File: src/rtl/stimulus_seq.sv
// Stimulus sequencer: sweeps sub modes of one main mode, driving per-channel
// control words, power-on-reset pulses and a measurement window for each step.
module stimulus_seq #(
  parameter int NCH        = 4,
  parameter int CW         = 14,
  parameter int DW         = 16,
  parameter int POR_CYC    = 8,
  parameter int SETTLE_CYC = 16
) (
  input  logic              CLK,
  input  logic              RSTX,
  input  logic              START,
  input  logic              ABORT,
  input  logic [7:0]        MAIN_MODE,
  input  logic [7:0]        SUB_START,
  input  logic [7:0]        SUB_END,
  input  logic [NCH-1:0]    CH_EN,
  input  logic [DW-1:0]     DWELL,
  output logic [15:0]       TBL_MODE,
  input  logic [CW-1:0]     TBL_A,
  input  logic [CW-1:0]     TBL_B,
  input  logic              TBL_OK,
  output logic [NCH*CW-1:0] A_CTRL,
  output logic [NCH*CW-1:0] B_CTRL,
  output logic [NCH-1:0]    POR,
  output logic              MEAS_EN,
  output logic [7:0]        CUR_SUB,
  output logic              BUSY,
  output logic              DONE,
  output logic              ERR,
  output logic [7:0]        SKIP_CNT
);

  localparam int CNTW = (DW > 16) ? DW : 16;

  typedef enum logic [2:0] {IDLE, LOAD, PORS, SETTLE, MEAS, NEXT, FIN} state_t;

  state_t            state, state_nx;
  logic [7:0]        main_q, main_nx;
  logic [7:0]        sub_end_q, sub_end_nx;
  logic [NCH-1:0]    ch_en_q, ch_en_nx;
  logic [DW-1:0]     dwell_q, dwell_nx;
  logic [CNTW-1:0]   cnt, cnt_nx;
  logic [NCH*CW-1:0] a_nx, b_nx, a_load, b_load;
  logic [NCH-1:0]    por_nx;
  logic              meas_nx, busy_nx, done_nx, err_nx;
  logic [7:0]        cur_sub_nx, skip_nx;
  logic [15:0]       tbl_nx;

  // Every output is computed here for the state being entered, then registered,
  // so the registered outputs always describe the state the block is in.
  always_comb begin
    state_nx   = state;
    main_nx    = main_q;
    sub_end_nx = sub_end_q;
    ch_en_nx   = ch_en_q;
    dwell_nx   = dwell_q;
    cnt_nx     = cnt;
    a_nx       = A_CTRL;
    b_nx       = B_CTRL;
    por_nx     = POR;
    meas_nx    = MEAS_EN;
    cur_sub_nx = CUR_SUB;
    done_nx    = 1'b0;
    err_nx     = ERR;
    skip_nx    = SKIP_CNT;
    tbl_nx     = TBL_MODE;
    a_load     = '0;
    b_load     = '0;
    for (int k = 0; k < NCH; k++) begin
      if (ch_en_q[k]) begin
        a_load[k*CW +: CW] = TBL_A;
        b_load[k*CW +: CW] = TBL_B;
      end
    end

    case (state)
      IDLE: begin
        if (START && !ABORT) begin
          main_nx    = MAIN_MODE;
          sub_end_nx = SUB_END;
          ch_en_nx   = CH_EN;
          dwell_nx   = DWELL;
          cur_sub_nx = SUB_START;
          tbl_nx     = {MAIN_MODE, SUB_START};
          err_nx     = 1'b0;
          skip_nx    = 8'd0;
          if (SUB_END < SUB_START) begin
            err_nx   = 1'b1;
            done_nx  = 1'b1;
            state_nx = FIN;
          end else begin
            state_nx = LOAD;
          end
        end
      end
      LOAD: begin
        if (TBL_OK) begin
          a_nx     = a_load;
          b_nx     = b_load;
          por_nx   = '1;
          cnt_nx   = CNTW'(POR_CYC - 1);
          state_nx = PORS;
        end else begin
          err_nx   = 1'b1;
          if (SKIP_CNT != 8'hFF) skip_nx = SKIP_CNT + 8'd1;
          a_nx     = '0;
          b_nx     = '0;
          por_nx   = '1;
          state_nx = NEXT;
        end
      end
      PORS: begin
        if (cnt == '0) begin
          por_nx   = ~ch_en_q;
          cnt_nx   = CNTW'(SETTLE_CYC - 1);
          state_nx = SETTLE;
        end else begin
          cnt_nx = cnt - CNTW'(1);
        end
      end
      SETTLE: begin
        if (cnt == '0) begin
          meas_nx  = 1'b1;
          cnt_nx   = (dwell_q == '0) ? '0 : CNTW'(dwell_q) - CNTW'(1);
          state_nx = MEAS;
        end else begin
          cnt_nx = cnt - CNTW'(1);
        end
      end
      MEAS: begin
        if (cnt == '0) begin
          meas_nx  = 1'b0;
          state_nx = NEXT;
        end else begin
          cnt_nx = cnt - CNTW'(1);
        end
      end
      NEXT: begin
        a_nx   = '0;
        b_nx   = '0;
        por_nx = '1;
        if (CUR_SUB == sub_end_q) begin
          done_nx  = 1'b1;
          state_nx = FIN;
        end else begin
          cur_sub_nx = CUR_SUB + 8'd1;
          tbl_nx     = {main_q, CUR_SUB + 8'd1};
          state_nx   = LOAD;
        end
      end
      FIN: begin
        a_nx     = '0;
        b_nx     = '0;
        por_nx   = '1;
        meas_nx  = 1'b0;
        state_nx = IDLE;
      end
      default: state_nx = IDLE;
    endcase

    // Abort wins over whatever the active state decided, leaving error status as it was.
    if (ABORT && state != IDLE && state != FIN) begin
      state_nx   = FIN;
      done_nx    = 1'b1;
      a_nx       = '0;
      b_nx       = '0;
      por_nx     = '1;
      meas_nx    = 1'b0;
      err_nx     = ERR;
      skip_nx    = SKIP_CNT;
      cur_sub_nx = CUR_SUB;
      tbl_nx     = TBL_MODE;
      cnt_nx     = cnt;
    end

    busy_nx = (state_nx != IDLE);
  end

  always_ff @(posedge CLK or negedge RSTX) begin
    if (!RSTX) begin
      state     <= IDLE;
      main_q    <= 8'd0;
      sub_end_q <= 8'd0;
      ch_en_q   <= '0;
      dwell_q   <= '0;
      cnt       <= '0;
      A_CTRL    <= '0;
      B_CTRL    <= '0;
      POR       <= '1;
      MEAS_EN   <= 1'b0;
      CUR_SUB   <= 8'd0;
      BUSY      <= 1'b0;
      DONE      <= 1'b0;
      ERR       <= 1'b0;
      SKIP_CNT  <= 8'd0;
      TBL_MODE  <= 16'd0;
    end else begin
      state     <= state_nx;
      main_q    <= main_nx;
      sub_end_q <= sub_end_nx;
      ch_en_q   <= ch_en_nx;
      dwell_q   <= dwell_nx;
      cnt       <= cnt_nx;
      A_CTRL    <= a_nx;
      B_CTRL    <= b_nx;
      POR       <= por_nx;
      MEAS_EN   <= meas_nx;
      CUR_SUB   <= cur_sub_nx;
      BUSY      <= busy_nx;
      DONE      <= done_nx;
      ERR       <= err_nx;
      SKIP_CNT  <= skip_nx;
      TBL_MODE  <= tbl_nx;
    end
  end

endmodule

File: config.mk
export PLATFORM = sky130hd
export DESIGN_NAME = stimulus_seq
export DESIGN_NICKNAME = d
export VERILOG_FILES = /design/src/rtl/stimulus_seq.sv
export SDC_FILE = /design/constraint.sdc
export NUM_CORES = 1
export LEC_CHECK = 0
export CORE_UTILIZATION = 53
export DETAILED_ROUTE_END_ITERATION = 6
export PLACE_DENSITY = 0.86
export SLEW_MARGIN = 20
export SYNTH_ARGS = -nofsm -noshare
export SYNTH_HDL_FRONTEND = slang
export SYNTH_SLANG_ARGS = --single-unit
File: constraint.sdc
create_clock -name CLK -period 4.3 [get_ports CLK]
set_clock_uncertainty 0.05 [all_clocks]
set_input_delay 0.86 -clock CLK [delete_from_list [all_inputs] [get_ports CLK]]
set_output_delay 0.86 -clock CLK [all_outputs]
set_load 0.05 [all_outputs]
==> summary.txt, run 1 <==
Global route
  – Number of global-route vias before repair: about 7,100
  – Initial antenna violation count: 0
  – Grt ovf: 0
  – Pin count of the biggest net entering global routing: 112
  – First-pass GRT wire length: roughly 38,000 um
  – Tot GR Track Use: between 20% and 30%

Cells and area
  – Synthesis-to-finish area growth: 33.2%
  – Fin nets: between 1,000 and 1,500
  – Share of cells above drive strength 1: 6.26%
  – Inserted Diodes: 0

Synth
  – Yosys top cell area share: a little over half
  – Number of synthesized flops with an enable pin: 0
  – Synth unique cells: 66
  – Yosys warnings: 0
  – Mapped Cells: 850
  – Post-synthesis sequential area ratio: a little under three fifths
  – Flops & latches, synth: between 150 and 200
  – Ranking of synthesized cells by area: dfrtp_1 54%, nand2_1 6.3%, a32o_1 5.9%
  – Top cells by instance count after synthesis: 195 x dfrtp_1, 150 x nand2_1, 60 x a22o_1, 53 x a32o_1, 50 x clkbuf_1
  – Primary FF master, synth: dfrtp_1
  – Async set-reset flop share out of synthesis: 100%
  – Synth Area per Inst: ~11 um^2
  – Top-count cell post-synth: dfrtp_1
  – Cell taking the most area after synthesis: dfrtp_1
  – Syn nets: between 900 and 1,000
  – Post-Syn Area: 0.00900 mm^2

Placed design
  – I/O Buffers: ~230
  – Gpl congestion: 0.870
  – HPWL Detailed: 15,800 um

Critical path
  – Reg2Reg Depth: 8
  – Critical path class: flip-flop to flip-flop
  – Critical Path RT: 4.61 ns
  – Worst path depth: 8
  – CP peak stage delay: a little over 0.8 ns
  – CP Launch Type: flip-flop
  – Critical Path Fanout Max: 12
  – CP arrival: between 3 and 4 ns
  – Worst-path cell chain: inv_1 > ha_1 > or3b_1 > nor2_2 > nand4_1 > a21oi_1 > a221oi_1 > o21ai_0
  – WP buf/inv: 1
  – Crit path capture type: flip-flop
  – Slowest library cell on the worst path: a21oi_1
  – CP top delay family: compound AO/OA/AOI/OAI gates

Die
  – Horiz. Die Dim: between 100 and 150 um
  – Num rows: 47
  – DIE AREA: 0.0175 mm^2
  – Core Region: between 0.015 and 0.02 mm^2
  – Ports: around 230
  – Initial Util: 54.3%
  – Die H: between 100 and 150 um

Drt
  – Antenna Nets Post-Route: 0
  – Post-Route WL: around 23,000 um
  – Post-DR vias/cell: around 5.9
  – First drt pass iteration count: 5
  – Vias: about 7,500
  – Avg WL per Cell: between 15 and 20 um
  – Detailed Route Iter0 Violations: around 710
  – DRC Markers: 0

CTS
  – Clock slew at reported path FFs: approximately 0.080 ns
  – Hold_buf cts: 0
  – Clk buf depth: 2
  – CTS tree: built
  – Clock Latency Late Sink: ~0.44 ns
  – Depth of the CTS H-tree: 4
  – Root Buffer: clkbuf_16
  – CTS Sinks: ~200
  – Total CTS buffers: 17
  – CTS resizes: 0
  – Post-CTS Setup Inserts: 0

Power
  – Final Power: about 7.4 mW
  – Maximum vdd drop: around 0.53 mV
  – Pwr Density: 617 mW/mm^2
  – Leakage: around 5.4 nW

Flow run
  – Maxcap violations: 0

Timing
  – F_max: around 0.32 GHz
  – Final Max Tran Viols: 0
  – Slew HR: 36.5%
  – Period utilization: approximately 70%
  – Tightest Pin Transition: roughly 0.95 ns
  – Setup TNS: 0 ns
  – Final hold violations: 0
  – Setup violations, final: 0
  – Tmin final: roughly 3 ns
  – RSZ-0062 raised after global routing: no

Outcome
  – Status: finished clean

Worst hold path
  – Hold Path Class: input pin to asynchronous set/reset pin
## metal layers
layer / track usage (%) / up-vias / wire length, um
met5: 0 / - / 0
met2: 44.5 / 308 / 11300
met4: 8.17 / 0 / 358
met3: 4.92 / 35 / 1500
li1: - / 3445 / -
met1: 37.2 / 3689 / 9800
## final timing paths
kind,start,endpoint,slack (ns)
min,RSTX,A_CTRL[19],0.43
max,cnt[0],cnt[8],1.22
max in group asynchronous,RSTX,cnt[6],2.83
max reg2reg,cnt[0],cnt[8],1.22
min reg2reg,main_q[2],main_q[2],0.43
min in group CLK,main_q[2],main_q[2],0.43
## through the flow
stage	instance area, um^2	setup slack [ns]	util [%]	hold WS, ns	instances
after floorplan	9000	1.81	-	0.395	850
after global placement	11400	1.24	68.8	0.407	1243
after detailed placement	11400	1.14	68.8	0.413	1243
after CTS	12000	1.25	72.3	0.436	1275
after global routing	12000	0.974	72.3	0.452	1275
final	12000	1.22	72.3	0.431	1275
## cell families (layout without fill, tap and decap cells)
| logic type | count (synthesis) | in the layout | share of synthesized area (%) |
|---|---|---|---|
| AND/OR/NAND/NOR | 279 | 279 | 14.4 |
| AO/OA/AOI/OAI | 228 | 228 | 19.6 |
| flip-flops | 199 | 199 | 55.4 |
| buffers and inverters | 82 | 287 | 3.84 |
| XOR/XNOR | 38 | 38 | 3.78 |
| multiplexers | 13 | 13 | 1.49 |
| adder cells (fa/ha/maj) | 11 | 11 | 1.53 |
## power by group
part	switching [mW]	leakage [nW]	internal (mW)
clock network	0.787	0.286	0.779
registers	0.460	2.66	2.26
logic	2.04	2.42	1.07
## layout by cell type (no fill, tap or decap), types with 9 or more instances in the layout
cell type | synthesis | layout
mux2i_1 | 10 | 10
xor2_1 | 32 | 32
nor2_1 | 46 | 46
nand2_1 | 150 | 150
dfrtp_1 | 195 | 195
a22o_1 | 60 | 60
nor3_1 | 11 | 11
inv_1 | 15 | 15
ha_1 | 11 | 11
a21oi_1 | 31 | 31
clkbuf_16 | 0 | 17
clkdlybuf4s50_1 | 0 | 227
o21ai_0 | 34 | 34
and3_1 | 9 | 9
a32o_1 | 53 | 53
buf_4 | 8 | 11
## layout make-up
class	instances	area (um^2)
sequential	199	4980
inverter	15	56.3
fill	1155	4600
clock buffer	17	425
tap	220	275
clock inverter	15	158
multi-input combinational	569	3700
timing repair buffer	240	2390
## worst register-to-register path: cells and delay by family (launching register included)
family	cells	cell delay (ns)
buffers and inverters	1	0.11
AOI/OAI and AO/OA	3	1.18
DFF	1	0.42
and+or+nand+nor	3	1.06
adders and majority gates	1	0.18
## state kept, by name, indices dropped and copies added (netlist names)
name	cells
A_CTRL	56
ERR	1
POR	4
sub_end_q	8
dwell_q	16
DONE	1
MEAS_EN	1
cnt	16
state	3
SKIP_CNT	8
BUSY	1
main_q	8
TBL_MODE	16
ch_en_q	4
B_CTRL	56
Power figures use the tool's default switching activity.
==> run 2, diff against run 1 <==
--- a/config.mk
+++ b/config.mk
@@ -5,9 +5,9 @@
 export SDC_FILE = /design/constraint.sdc
 export NUM_CORES = 1
 export LEC_CHECK = 0
-export CORE_UTILIZATION = 53
+export CORE_UTILIZATION = 49
 export DETAILED_ROUTE_END_ITERATION = 6
-export PLACE_DENSITY = 0.86
+export PLACE_DENSITY = 0.8
 export SLEW_MARGIN = 20
 export SYNTH_ARGS = -nofsm -noshare
 export SYNTH_HDL_FRONTEND = slang
==> constraint.sdc (replaced) <==
create_clock -name CLK -period 3 [get_ports CLK]
set_clock_uncertainty 0.05 [all_clocks]
set_input_delay 0.6 -clock CLK [delete_from_list [all_inputs] [get_ports CLK]]
set_output_delay 0.6 -clock CLK [all_outputs]
set_load 0.05 [all_outputs]
==> run 2 against run 1 <==
Combinational power is 48% higher; register-to-register slack lost 0.97 ns; core utilization shrank 4.7 points.
==> summary.txt, run 2 (synthesis gave the netlist of run 1 again) <==
Global route
  – Initial antenna violation count: 0
  – Number of global-route vias before repair: 6,985
  – First-pass GRT wire length: about 37,000 um
  – Grt ovf: 0
  – Pin count of the biggest net entering global routing: approximately 120
  – Tot GR Track Use: 25.1%

Die
  – Num rows: just under 50
  – Initial Util: 50.1%
  – Ports: between 200 and 250
  – Die H: roughly 140 um
  – Horiz. Die Dim: 138 um
  – DIE AREA: between 0.015 and 0.02 mm^2
  – Core Region: between 0.015 and 0.02 mm^2

Cells and area
  – Most frequent cells in the layout: 227 x clkdlybuf4s50_1, 195 x dfrtp_1, 150 x nand2_1, 60 x a22o_1, 53 x a32o_1
  – Multi-input gate area: between 0.003 and 0.004 mm^2
  – Synthesis-to-finish area growth: 34.8%
  – Biggest registers after layout: A_CTRL (56), B_CTRL (56)
  – Most common cell after layout, fill and taps aside: clkdlybuf4s50_1
  – Share of cells above drive strength 1: approximately 7.3%
  – Inserted Diodes: 0
  – Fin nets: 1,142
  – FILL cells: about 1,400
  – FF/Latch Area: between 0.004 and 0.005 mm^2

Critical path
  – Worst-path cell chain: inv_1 > ha_1 > or3b_1 > nor2_2 > nand2_1 > xnor2_1 > a2111oi_1 > nand3_1
  – CP peak stage delay: 0.52 ns
  – Crit path capture type: flip-flop
  – Slowest library cell on the worst path: a2111oi_1
  – R2R setup slack: 0.25 ns
  – RR Endpoint: BUSY
  – Worst r2r src: cnt[0]
  – Critical path class: flip-flop to flip-flop
  – Reg2Reg Depth: 8
  – CP Launch Type: flip-flop
  – Critical Path Fanout Max: 8
  – Critical Path RT: 3.24 ns
  – CP arrival: ~3 ns

CTS
  – Clock Latency Late Sink: roughly 0.43 ns
  – Post-CTS Setup Inserts: 0
  – Root Buffer: clkbuf_16
  – CTS Sinks: a little under 200
  – Clk buf depth: 2
  – Total CTS buffers: 17
  – Hold_buf cts: 0
  – Depth of the CTS H-tree: 4
  – Clock slew at reported path FFs: around 0.080 ns
  – CTS tree: built

Outcome
  – Status: finished clean

Placed design
  – Gpl congestion: 0.888
  – HPWL Detailed: 16,100 um
  – I/O Buffers: approximately 230

Drt
  – Vias: 7,421
  – Post-Route WL: roughly 23,000 um
  – Post-DR vias/cell: 5.73
  – Antenna Nets Post-Route: 0
  – First drt pass iteration count: 5
  – Avg WL per Cell: roughly 18 um
  – DRC Markers: 0
  – Detailed Route Iter0 Violations: 615

Timing
  – Slew HR: a little over a third
  – Tightest Pin Transition: just under 1 ns
  – F_max: around 0.36 GHz
  – Final hold violations: 0
  – Period utilization: approximately 90%
  – RSZ-0062 raised after global routing: no
  – Final Max Tran Viols: 0
  – Tmin final: 2.75 ns
  – Setup TNS: 0 ns
  – Setup violations, final: 0

Flow run
  – Maxcap violations: 0

Power
  – Maximum vdd drop: ~0.84 mV
  – Leakage: ~5.4 nW
  – Pwr Density: 893 mW/mm^2
  – Final Power: 10.8 mW

Worst hold path
  – Hold Path Class: input pin to asynchronous set/reset pin
run 2: metrics by stage:
step / instances / utilization, % / area, um^2 / setup WS (ns) / hold WS (ns)
5_1_grt: 1296 / 67.5 / 12100 / 0.0546 / 0.105
4_1_cts: 1296 / 67.5 / 12100 / 0.195 / 0.0873
3_3_place_gp: 1264 / 64.1 / 11500 / 0.181 / 0.407
2_1_floorplan: 850 / - / 9000 / 0.515 / 0.254
6_report: 1296 / 67.5 / 12100 / 0.250 / 0.0776
3_5_place_dp: 1264 / 64.1 / 11500 / 0.0429 / 0.413
run 2: layout make-up:
type | count | share of cell area [%]
clock buffer | 18 | 3.54
clock inverter | 14 | 1.53
inverter | 15 | 0.464
multi-input combinational | 569 | 30.5
sequential | 199 | 41.1
tap | 229 | 2.36
timing repair buffer | 252 | 20.5
run 2: worst max path at each step:
stage	startpoint	to	slack [ns]
floorplan	cnt[0]	BUSY	0.51
global placement	SUB_START[2]	BUSY	0.18
detailed placement	SUB_START[2]	BUSY	0.04
CTS	cnt[0]	BUSY	0.20
global route	cnt[0]	BUSY	0.05
finish	cnt[0]	BUSY	0.25
run 2: report_power, final:
| part | internal, mW | switching [mW] |
|---|---|---|
| Sequential | 3.24 | 0.612 |
| Clock | 1.27 | 1.10 |
| Combinational | 1.61 | 2.99 |
run 2: worst max-delay path: cells and delay by family, from the launching register on:
kind            cells  cell delay, ns
buf+inv             1            0.11
fa+ha+maj           1            0.18
compound gates      1            0.52
flops               1            0.42
simple gates        4            1.16
xor+xnor            1            0.18
run 2: routing by layer:
layer | part of all wire, % | track usage [%] | vias up
li1 | - | - | 3478
met5 | 0 | 0 | -
met1 | 43 | 34.3 | 3618
met3 | 7.1 | 5.08 | 25
met2 | 48 | 40.7 | 300
met4 | 1.1 | 6.23 | 0
run 2: what timing repair did:
item                                    in CTS  in global routing
resized for setup                            0                  1
endpoints found under the setup margin       0                  1
hold endpoints to repair                     0                  0
==> run 3, diff against run 2 <==
--- a/config.mk
+++ b/config.mk
@@ -5,9 +5,11 @@
 export SDC_FILE = /design/constraint.sdc
 export NUM_CORES = 1
 export LEC_CHECK = 0
-export CORE_UTILIZATION = 49
+export CORE_MARGIN = 8
+export CORE_UTILIZATION = 35
 export DETAILED_ROUTE_END_ITERATION = 6
-export PLACE_DENSITY = 0.8
+export MAX_ROUTING_LAYER = met4
+export PLACE_DENSITY = 0.6
 export SLEW_MARGIN = 20
 export SYNTH_ARGS = -nofsm -noshare
 export SYNTH_HDL_FRONTEND = slang
==> run 3 against run 2 <==
Cell count up 9.0%; critical endpoint unchanged; non-clock buffer count up 14; die area is 64% higher; sequential share of layout area shrank 0.86 points; count of clock-buffer cells in the layout down 1; total power is 0.74% higher; global-route usage down 8.0 points.
==> summary.txt, run 3 (synthesis gave the netlist of run 1 again) <==
Timing
  – Final worst slack: between 0.3 and 0.4 ns
  – RSZ-0062 raised after global routing: no
  – Final hold violations: 0
  – Setup TNS: 0 ns
  – Period utilization: about 89%
  – Setup violations, final: 0
  – F_max: between 0.3 and 0.4 GHz
  – Slew HR: 58.6%
  – Final Max Tran Viols: 0
  – Tmin final: around 2.7 ns
  – Hold WS: approximately 0.13 ns
  – Tightest Pin Transition: ~0.62 ns

CTS
  – Clock Latency Late Sink: 0.43 ns
  – Root Buffer: clkbuf_16
  – CTS tree: built
  – Clk buf depth: 2
  – CTS Sinks: 199
  – Clock slew at reported path FFs: 0.08 ns
  – Total CTS buffers: 17
  – Depth of the CTS H-tree: 4
  – Hold_buf cts: 0

Cells and area
  – Finished Layout Cells: approximately 1,400
  – FF/Latch Area: around 0.0050 mm^2
  – Final instance area: about 0.012 mm^2
  – Most common cell after layout, fill and taps aside: clkdlybuf4s50_1
  – Fin nets: 1,156
  – Most frequent cells in the layout: 227 x clkdlybuf4s50_1, 195 x dfrtp_1, 150 x nand2_1, 60 x a22o_1, 53 x a32o_1
  – Synthesis-to-finish area growth: 37.7%
  – Biggest registers after layout: A_CTRL (56), B_CTRL (56)
  – FILL cells: roughly 2,400
  – Fin util: about 49%
  – Multi-input gate area: between 0.003 and 0.004 mm^2
  – Share of cells above drive strength 1: roughly 8.7%

Critical path
  – CP arrival: 2.91 ns
  – Crit path capture type: flip-flop
  – Reg2Reg Depth: 8
  – CP Launch Type: flip-flop
  – R2R setup slack: roughly 0.34 ns
  – Critical path class: flip-flop to flip-flop
  – RR Endpoint: BUSY
  – Critical Path RT: 3.25 ns
  – Worst r2r src: cnt[0]
  – Critical Path Fanout Max: 8

Die
  – Die H: around 180 um
  – Core Region: between 0.02 and 0.03 mm^2
  – Initial Util: between 30 and 40%
  – Ports: roughly 230
  – DIE AREA: slightly above 0.03 mm^2
  – Num rows: 58
  – Horiz. Die Dim: 176 um

Placed design
  – I/O Buffers: approximately 230
  – Placed Instances: around 1,400
  – Gpl congestion: 0.880
  – Placed inst area: 0.0118 mm^2
  – HPWL Detailed: 18,400 um
  – Place WS: between 0.04 and 0.05 ns

Power
  – Maximum vdd drop: just under 0.7 mV
  – Psw: 4.83 mW
  – Sw Share: 44.3%
  – Comb power frac: roughly 44%
  – Register share of total power: between 30% and 40%
  – Pint: slightly above 6 mW
  – Final Power: between 10 and 15 mW
  – Clock power share: 21.2%
  – Pwr Density: 880 mW/mm^2
  – Leakage: ~5.5 nW

Drt
  – DRC Markers: 0
  – Post-Route WL: approximately 26,000 um
  – Vias: around 7,400
  – Antenna Nets Post-Route: 0
  – Post-DR vias/cell: about 5.2
  – First drt pass iteration count: 5
  – Detailed Route Iter0 Violations: 598
  – Avg WL per Cell: 18.4 um

Flow run
  – Maxcap violations: 0

Outcome
  – Status: finished clean

Global route
  – Grt ovf: 0
  – Pin count of the biggest net entering global routing: 69
  – First-pass GRT wire length: ~42,000 um
  – Initial antenna violation count: 2
  – Tot GR Track Use: roughly 17%
  – Number of global-route vias before repair: around 7,400

Worst hold path
  – Hold Path Class: input pin to asynchronous set/reset pin
run 3: critical path, stage by stage (launching register included):
cell and delay (ns):
dfrtp_1 0.41, inv_1 0.11, ha_1 0.20, or3b_1 0.49
nor2_2 0.32, nand2_1 0.23, xnor2_1 0.19, a2111oi_2 0.42
nand3_1 0.11
run 3: repair_timing:
action / in CTS / in global routing
setup endpoints to repair: 0 / 2
endpoints found under the hold margin: 0 / 0
buffers inserted: 0 / 0
gates resized for setup: 0 / 2
run 3: power by group through the flow:
stage               sequential (mW)  combinational, mW  clock, mW
global route                   3.94               5.16       2.52
CTS                            3.84               4.77       2.39
finish                         3.85               4.75       2.32
detailed placement             3.89               4.75          0
floorplan                      4.43               2.59          0
global placement               3.88               4.72          0
run 3: area by class of cell:
| class | count | share of cell area (%) |
|---|---|---|
| clock buffer | 17 | 3.43 |
| multi-input combinational | 569 | 29.9 |
| sequential | 199 | 40.2 |
| antenna | 2 | 0.0404 |
| inverter | 15 | 0.454 |
| clock inverter | 15 | 1.46 |
| timing repair buffer | 266 | 21.2 |
| tap | 330 | 3.33 |
run 3: worst max-delay path by stage:
stage,endpoint,cells past startpoint,start
6_report,BUSY,8,cnt[0]
5_1_grt,BUSY,8,cnt[0]
2_1_floorplan,BUSY,9,cnt[0]
4_1_cts,BUSY,8,cnt[0]
3_3_place_gp,BUSY,9,SUB_START[2]
3_5_place_dp,BUSY,9,SUB_START[2]
run 3: layer usage:
metal / vias to the layer above / global-route usage, % / part of all wire, % / wire length, um
li1: 3500 / - / - / -
met1: 3624 / 23.9 / 49 / 12700
met2: 256 / 25.1 / 44 / 11400
met3: 14 / 3.57 / 5.8 / 1510
met4: 0 / 3.92 / 1.1 / 282
met5: - / - / 0 / 0
